File: src/rtl/nes_pad_scanner_if.sv
// Host/pad signal bundle for nes_pad_scanner; the scanner connects through the slave modport.
interface nes_pad_scanner_if #(
  parameter int NUM_PADS = 2,
  parameter int BITS     = 8
);
  logic                     enable;
  logic                     poll_now;
  logic [NUM_PADS-1:0]      nes_data;
  logic [NUM_PADS-1:0]      nes_latch;
  logic [NUM_PADS-1:0]      nes_pulse;
  logic [NUM_PADS*BITS-1:0] buttons;
  logic [NUM_PADS-1:0]      connected;
  logic                     valid;
  logic                     busy;

  modport master (
    output enable, poll_now, nes_data,
    input  nes_latch, nes_pulse, buttons, connected, valid, busy
  );

  modport slave (
    input  enable, poll_now, nes_data,
    output nes_latch, nes_pulse, buttons, connected, valid, busy
  );
endinterface

File: src/rtl/nes_pad_scanner.sv
// Lockstep serial scanner for NUM_PADS NES/SNES pads: drives latch/pulse, deserialises data,
// detects pad presence and polls periodically or on request.
module nes_pad_scanner #(
  parameter int NUM_PADS = 2,
  parameter int BITS     = 8,
  parameter int HALF_CYC = 600,
  parameter int POLL_DIV = 1666667
) (
  input  logic               sysclk,
  input  logic               sysreset,
  nes_pad_scanner_if.slave   bus
);

  localparam int HW = $clog2(2*HALF_CYC);
  localparam int BW = $clog2(BITS+1);
  localparam int TW = $clog2(POLL_DIV);

  localparam logic [HW-1:0] LATCH_LAST = HW'(2*HALF_CYC-1);
  localparam logic [HW-1:0] HALF_LAST  = HW'(HALF_CYC-1);
  localparam logic [BW-1:0] BIT_LAST   = BW'(BITS-1);
  localparam logic [TW-1:0] POLL_LAST  = TW'(POLL_DIV-1);

  typedef enum logic [2:0] {
    S_IDLE,
    S_LATCH,
    S_PULSE_HI,
    S_PULSE_LO,
    S_DONE
  } state_t;

  state_t              state;
  state_t              state_nxt;

  logic [NUM_PADS-1:0] data_meta;
  logic [NUM_PADS-1:0] data_sync;

  logic [TW-1:0]       poll_cnt;
  logic                trigger;
  logic                start;

  logic [HW-1:0]       half_cnt;
  logic                half_last;
  logic [BW-1:0]       bit_cnt;
  logic                bit_last;

  logic                sample_en;
  logic                publish;
  logic [BITS-1:0]     shreg [NUM_PADS];

  // Idle pad lines float high, so the synchroniser resets to the "absent" level.
  always_ff @(posedge sysclk or negedge sysreset) begin
    if (!sysreset) begin
      data_meta <= '1;
      data_sync <= '1;
    end else begin
      data_meta <= bus.nes_data;
      data_sync <= data_meta;
    end
  end

  assign trigger = bus.enable && (poll_cnt == POLL_LAST);
  assign start   = (state == S_IDLE) && (bus.poll_now || trigger);

  always_ff @(posedge sysclk or negedge sysreset) begin
    if (!sysreset) begin
      poll_cnt <= '0;
    end else if (!bus.enable || start || trigger) begin
      poll_cnt <= '0;
    end else begin
      poll_cnt <= poll_cnt + 1'b1;
    end
  end

  assign half_last = (state == S_LATCH) ? (half_cnt == LATCH_LAST) : (half_cnt == HALF_LAST);
  assign bit_last  = (bit_cnt == BIT_LAST);
  assign sample_en = half_last && ((state == S_LATCH) || (state == S_PULSE_LO));
  assign publish   = half_last && bit_last && (state == S_PULSE_LO);

  always_ff @(posedge sysclk or negedge sysreset) begin
    if (!sysreset) begin
      state <= S_IDLE;
    end else begin
      state <= state_nxt;
    end
  end

  always_comb begin
    state_nxt = state;
    unique case (state)
      S_IDLE:     if (start)     state_nxt = S_LATCH;
      S_LATCH:    if (half_last) state_nxt = S_PULSE_HI;
      S_PULSE_HI: if (half_last) state_nxt = S_PULSE_LO;
      S_PULSE_LO: if (half_last) state_nxt = bit_last ? S_DONE : S_PULSE_HI;
      S_DONE:                    state_nxt = S_IDLE;
      default:                   state_nxt = S_IDLE;
    endcase
  end

  always_ff @(posedge sysclk or negedge sysreset) begin
    if (!sysreset) begin
      half_cnt <= '0;
      bit_cnt  <= '0;
    end else begin
      unique case (state)
        S_LATCH, S_PULSE_HI, S_PULSE_LO: half_cnt <= half_last ? '0 : half_cnt + 1'b1;
        default:                         half_cnt <= '0;
      endcase
      if (state == S_IDLE) begin
        bit_cnt <= '0;
      end else if ((state == S_PULSE_LO) && half_last) begin
        bit_cnt <= bit_cnt + 1'b1;
      end
    end
  end

  // Samples enter at the MSB so sample i ends at bit i; the final (presence) sample
  // is taken straight from the synchroniser on the publishing edge.
  always_ff @(posedge sysclk or negedge sysreset) begin
    if (!sysreset) begin
      for (int unsigned p = 0; p < NUM_PADS; p++) begin
        shreg[p] <= '0;
      end
      bus.buttons   <= '0;
      bus.connected <= '0;
    end else begin
      for (int unsigned p = 0; p < NUM_PADS; p++) begin
        if (sample_en) begin
          shreg[p] <= {data_sync[p], shreg[p][BITS-1:1]};
        end
        if (publish) begin
          bus.buttons[p*BITS +: BITS] <= ~shreg[p];
          bus.connected[p]            <= ~data_sync[p];
        end
      end
    end
  end

  always_comb begin
    bus.nes_latch = '0;
    bus.nes_pulse = '0;
    bus.busy      = 1'b0;
    bus.valid     = 1'b0;
    unique case (state)
      S_LATCH: begin
        bus.nes_latch = '1;
        bus.busy      = 1'b1;
      end
      S_PULSE_HI: begin
        bus.nes_pulse = '1;
        bus.busy      = 1'b1;
      end
      S_PULSE_LO: bus.busy  = 1'b1;
      S_DONE:     bus.valid = 1'b1;
      default: ;
    endcase
  end

endmodule

File: src/flat_wrapper.sv
// flat-port wrapper written by rule: the top's interface ports become plain ports
module nes_pad_scanner_flat 
#(
  parameter int NUM_PADS = 2,
  parameter int BITS     = 8,
  parameter int HALF_CYC = 600,
  parameter int POLL_DIV = 1666667
)
  (sysclk, sysreset, bus_enable, bus_poll_now, bus_nes_data, bus_nes_latch, bus_nes_pulse, bus_buttons, bus_connected, bus_valid, bus_busy);
  nes_pad_scanner_if #(.NUM_PADS(NUM_PADS), .BITS(BITS)) bus_i ();
  input  logic sysclk;
  input  logic sysreset;
  input wire logic [$bits(bus_i.enable)-1:0] bus_enable;
  input wire logic [$bits(bus_i.poll_now)-1:0] bus_poll_now;
  input wire logic [$bits(bus_i.nes_data)-1:0] bus_nes_data;
  output wire logic [$bits(bus_i.nes_latch)-1:0] bus_nes_latch;
  output wire logic [$bits(bus_i.nes_pulse)-1:0] bus_nes_pulse;
  output wire logic [$bits(bus_i.buttons)-1:0] bus_buttons;
  output wire logic [$bits(bus_i.connected)-1:0] bus_connected;
  output wire logic [$bits(bus_i.valid)-1:0] bus_valid;
  output wire logic [$bits(bus_i.busy)-1:0] bus_busy;
  assign bus_i.enable = bus_enable;
  assign bus_i.poll_now = bus_poll_now;
  assign bus_i.nes_data = bus_nes_data;
  assign bus_nes_latch = bus_i.nes_latch;
  assign bus_nes_pulse = bus_i.nes_pulse;
  assign bus_buttons = bus_i.buttons;
  assign bus_connected = bus_i.connected;
  assign bus_valid = bus_i.valid;
  assign bus_busy = bus_i.busy;
  nes_pad_scanner #(.NUM_PADS(NUM_PADS), .BITS(BITS), .HALF_CYC(HALF_CYC), .POLL_DIV(POLL_DIV)) u_core (.sysclk(sysclk), .sysreset(sysreset), .bus(bus_i));
endmodule
File: config.mk
export PLATFORM = sky130hd
export DESIGN_NAME = nes_pad_scanner_flat
export DESIGN_NICKNAME = d
export VERILOG_FILES = /design/src/rtl/nes_pad_scanner_if.sv /design/src/rtl/nes_pad_scanner.sv /design/src/flat_wrapper.sv
export SDC_FILE = /design/constraint.sdc
export NUM_CORES = 1
export LEC_CHECK = 0
export CELL_PAD_IN_SITES_DETAIL_PLACEMENT = 1
export CELL_PAD_IN_SITES_GLOBAL_PLACEMENT = 1
export CORE_MARGIN = 2
export CORE_UTILIZATION = 30
export CTS_BUF_LIST = sky130_fd_sc_hd__clkbuf_8
export CTS_CLUSTER_DIAMETER = 40
export DETAILED_ROUTE_END_ITERATION = 10
export HOLD_SLACK_MARGIN = 0.03
export PLACE_DENSITY_LB_ADDON = 0.08
export SLEW_MARGIN = 40
export SYNTH_ARGS = -nofsm -noshare
export SYNTH_HDL_FRONTEND = slang
export SYNTH_SLANG_ARGS = --single-unit
File: constraint.sdc
create_clock -name sysclk -period 2.32 [get_ports sysclk]
set_clock_uncertainty 0.15 [all_clocks]
set_input_delay 0.58 -clock sysclk [delete_from_list [all_inputs] [get_ports sysclk]]
set_output_delay 0.58 -clock sysclk [all_outputs]
set_load 0.02 [all_outputs]
==> key figures <==
Timing
  • Relative slew slack: 67.3%
  • Setup_tns: 0 ns
  • Tmin final: around 2.2 ns
  • Setup ws final: 0.110 ns
  • Final hold slack: 0.0299 ns
  • Final Hold Viols: 0
  • Tcrit/Tclk final: between 90% and 100%
  • RSZ-0062 raised after global routing: false
  • Fmax: 452 MHz
  • Worst-Margin Slew: 0.484 ns
  • Setup violators final: 0
  • Max Slew Vio Count: 0

Route
  • Via density: 4.75
  • Vias: about 2400
  • Drt drc: 0
  • First DRT Iteration DRCs: 55
  • DR WL/cell: ~15 µm
  • DRT Wirelength: 7470 µm
  • Drt first pass iters: 4
  • Final ANT Viol Nets: 0

Clock network
  • Max clock buf depth: 2
  • Num CTS Buffers: 9
  • CTS tree: yes
  • Root Buffer: clkbuf_8
  • H-Tree Depth: 3
  • Clk slew on worst S/H paths: 0.08 ns
  • Clk_lat worst skew: 0.35 ns
  • CTS Sinks: 77

Power and ir drop
  • Switching part of the total power: a little over a quarter
  • Combinational power share: 12.0%
  • Internal: 2.12 mW
  • Worst VDD drop: a little under 0.3 mV
  • PwrDens: slightly below 700 nW/µm²
  • Flop pwr share: between 50% and 60%
  • Leakage: 1.83 nW
  • Clock network power share: a little under two fifths
  • NetSw: 746 µW
  • Tot Pwr: 2.86 mW

Synth
  • Cell variety after synth: 44
  • Post-synth top flop: dfrtp_1
  • Post-synth ARST share: 100%
  • Synth Cell Area: roughly 3400 µm²
  • Yosys top cell area share: 53.1%
  • Top-count cell post-synth: dfrtp_1
  • Syn nets: 330
  • Ys Warns: 0
  • Area leader, netlist: dfrtp_1
  • Syn Inst Count: 320
  • Seq cells post-synth: 77
  • Ranking of synthesized cells by area: dfrtp_1 (53%), mux2_2 (5.2%), nor2_1 (5.1%), xor2_1 (4.3%), nand2_1 (3.8%)
  • Mean Syn Cell Area: 10.8 µm²
  • Seq/Total Area, Yosys: about 56%
  • Commonest cells in the netlist: dfrtp_1 (73), nor2_1 (47), nand2_1 (35)
  • Number of synthesized flops with an enable pin: 0

Floorplanning
  • Core area: 11300 µm²
  • Width of the die: 111 µm
  • Initial core utilization: 30.4%
  • # IOs: 30
  • Chip height: 111 µm
  • DIE AREA: 12300 µm²
  • # rows: 39

Finish
  • Layout cell share with drive strength beyond 1: 18.3%
  • Total Nets Final: 372
  • Layout area overhead: 21.7%
  • Ant diodes: 0
  • Final instance area: 4190 µm²

Setup path
  • Critical path arrival: 1.48 ns
  • CP Max Fanout: 10
  • CP startpoint kind: flip-flop
  • Endpoint class of the critical path: primary output
  • Required time of the critical path: ~1.6 ns
  • CP Class: reg -> out

GRT
  • Initial antenna violation count: 0
  • Vias in the first global route: between 2000 and 3000
  • Grt ovf: 0
  • First-pass GRT wire length: 13300 µm
  • GRT Total Usage: a little over an eighth
  • Largest net degree at the start of global routing: 50

Place
  • DP Worst Slack: 0.0154 ns
  • RD Place Congestion: 0.745
  • Post-DP HPWL: 5020 µm
  • Buffers on Ports: 29
  • Placed Area: between 3000 and 4000 µm²

Run
  • Max-Cap Viols: 0

Run status
  • Status: completed

Worst hold path
  • Worst min-delay path class: in -> async
-- stage by stage --
step / std cells / utilization (%)
after floorplan: 320 / -
after global placement: 493 / 35.1
after detailed placement: 493 / 35.1
after CTS: 509 / 36.9
after global routing: 510 / 37.0
final: 510 / 37.0
-- kinds of logic after synthesis --
| kind of cell | share of synthesized area [%] |
|---|---|
| AOI/OAI and AO/OA | 7.16 |
| xor gates and xnor gates | 7.12 |
| adders and majority gates | 1.45 |
| buffers and inverters | 2.11 |
| DFF | 56.1 |
| muxes | 5.23 |
| and+or+nand+nor | 20.8 |
-- cells in the final DEF (no fill, tap or decap), types with 2 or more instances in the layout --
master           netlist  routed
nand3_1               15      15
mux2_2                16      16
inv_1                  4       5
nor2b_1                2       2
xor2_1                17      17
nor3_1                 7       7
a211oi_1               2       2
clkbuf_8               0      12
dfstp_2                4       4
nor4_1                 3       3
nand4_1                8       8
or2_2                  2       2
ha_1                   4       4
nand3b_1               5       5
dfrtp_1               73      73
and3_1                 6       6
buf_2                  1       4
o211ai_1               4       4
nor2_2                 0       2
or3_1                  2       2
buf_4                  2      12
xnor2_1               11      11
clkdlybuf4s50_1        0      22
nor2_1                47      45
nand2_1               35      35
o21ai_0               21      21
buf_12                 0       3
-- per-layer routing --
layer  vias to the layer above  wire (µm)  GRT usage (%)
met4                         0        112           5.10
met1                      1212       3510           17.7
met5                         -          0              0
met2                        21       3640           21.9
met3                        10        201           3.55
li1                       1180          -              -
-- flip-flops by register name, indices dropped and copies added, names as in the netlist --
| signal | count |
|---|---|
| u_core.shreg | 16 |
| u_core.state | 3 |
| u_core.data_meta | 2 |
| u_core.data_sync | 2 |
| u_core.bus.buttons | 16 |
| u_core.poll_cnt | 21 |
| u_core.bus.connected | 2 |
| u_core.half_cnt | 11 |
| u_core.bit_cnt | 4 |
-- worst max-delay path, stage by stage (launching register included) --
cell and delay (ns):
dfrtp_1 0.35, buf_4 0.18, nor2_2 0.07, nor2_1 0.17, dlygate4sd2_1 0.36
-- cell type report --
class                           instances  area [µm²]
Clock buffer                           12         165
Clock inverter                          4        46.3
Fill cell                            1307        7130
Inverter                                5        18.8
Multi-Input combinational cell        226        1440
Sequential cell                        77        1930
Tap cell                              143         179
Timing Repair Buffer                   43         404
-- timing repair --
action,CTS,global route
hold buffers,0,0
setup endpoints to repair,6,26
pin swaps,0,2
buffers inserted,0,1
gates resized for setup,17,5
-- path summary, 6_finish.rpt --
kind	startpoint	end	slack (ns)	depth (start not counted)
min in group sysclk	u_core.data_meta[0]	u_core.data_sync[0]	0.21	0
setup / recovery	u_core.state[1]	bus_busy	0.11	4
hold / removal	sysreset	u_core.half_cnt[6]	0.03	2
setup reg to reg	u_core.state[0]	u_core.bit_cnt[3]	0.14	6
max in group asynchronous	sysreset	u_core.data_sync[1]	1.60	2
hold reg to reg	u_core.data_meta[0]	u_core.data_sync[0]	0.21	0
-- power by group through the flow --
stage               Sequential (mW)  Combinational (mW)  Clock (mW)
finish                         1.45               0.344        1.07
global route                   1.46               0.398        1.17
detailed placement             1.48               0.364           0
CTS                            1.45               0.354        1.13
floorplan                      1.47               0.202           0
global placement               1.48               0.361           0
Note: power is estimated with default switching activity, not from simulation.
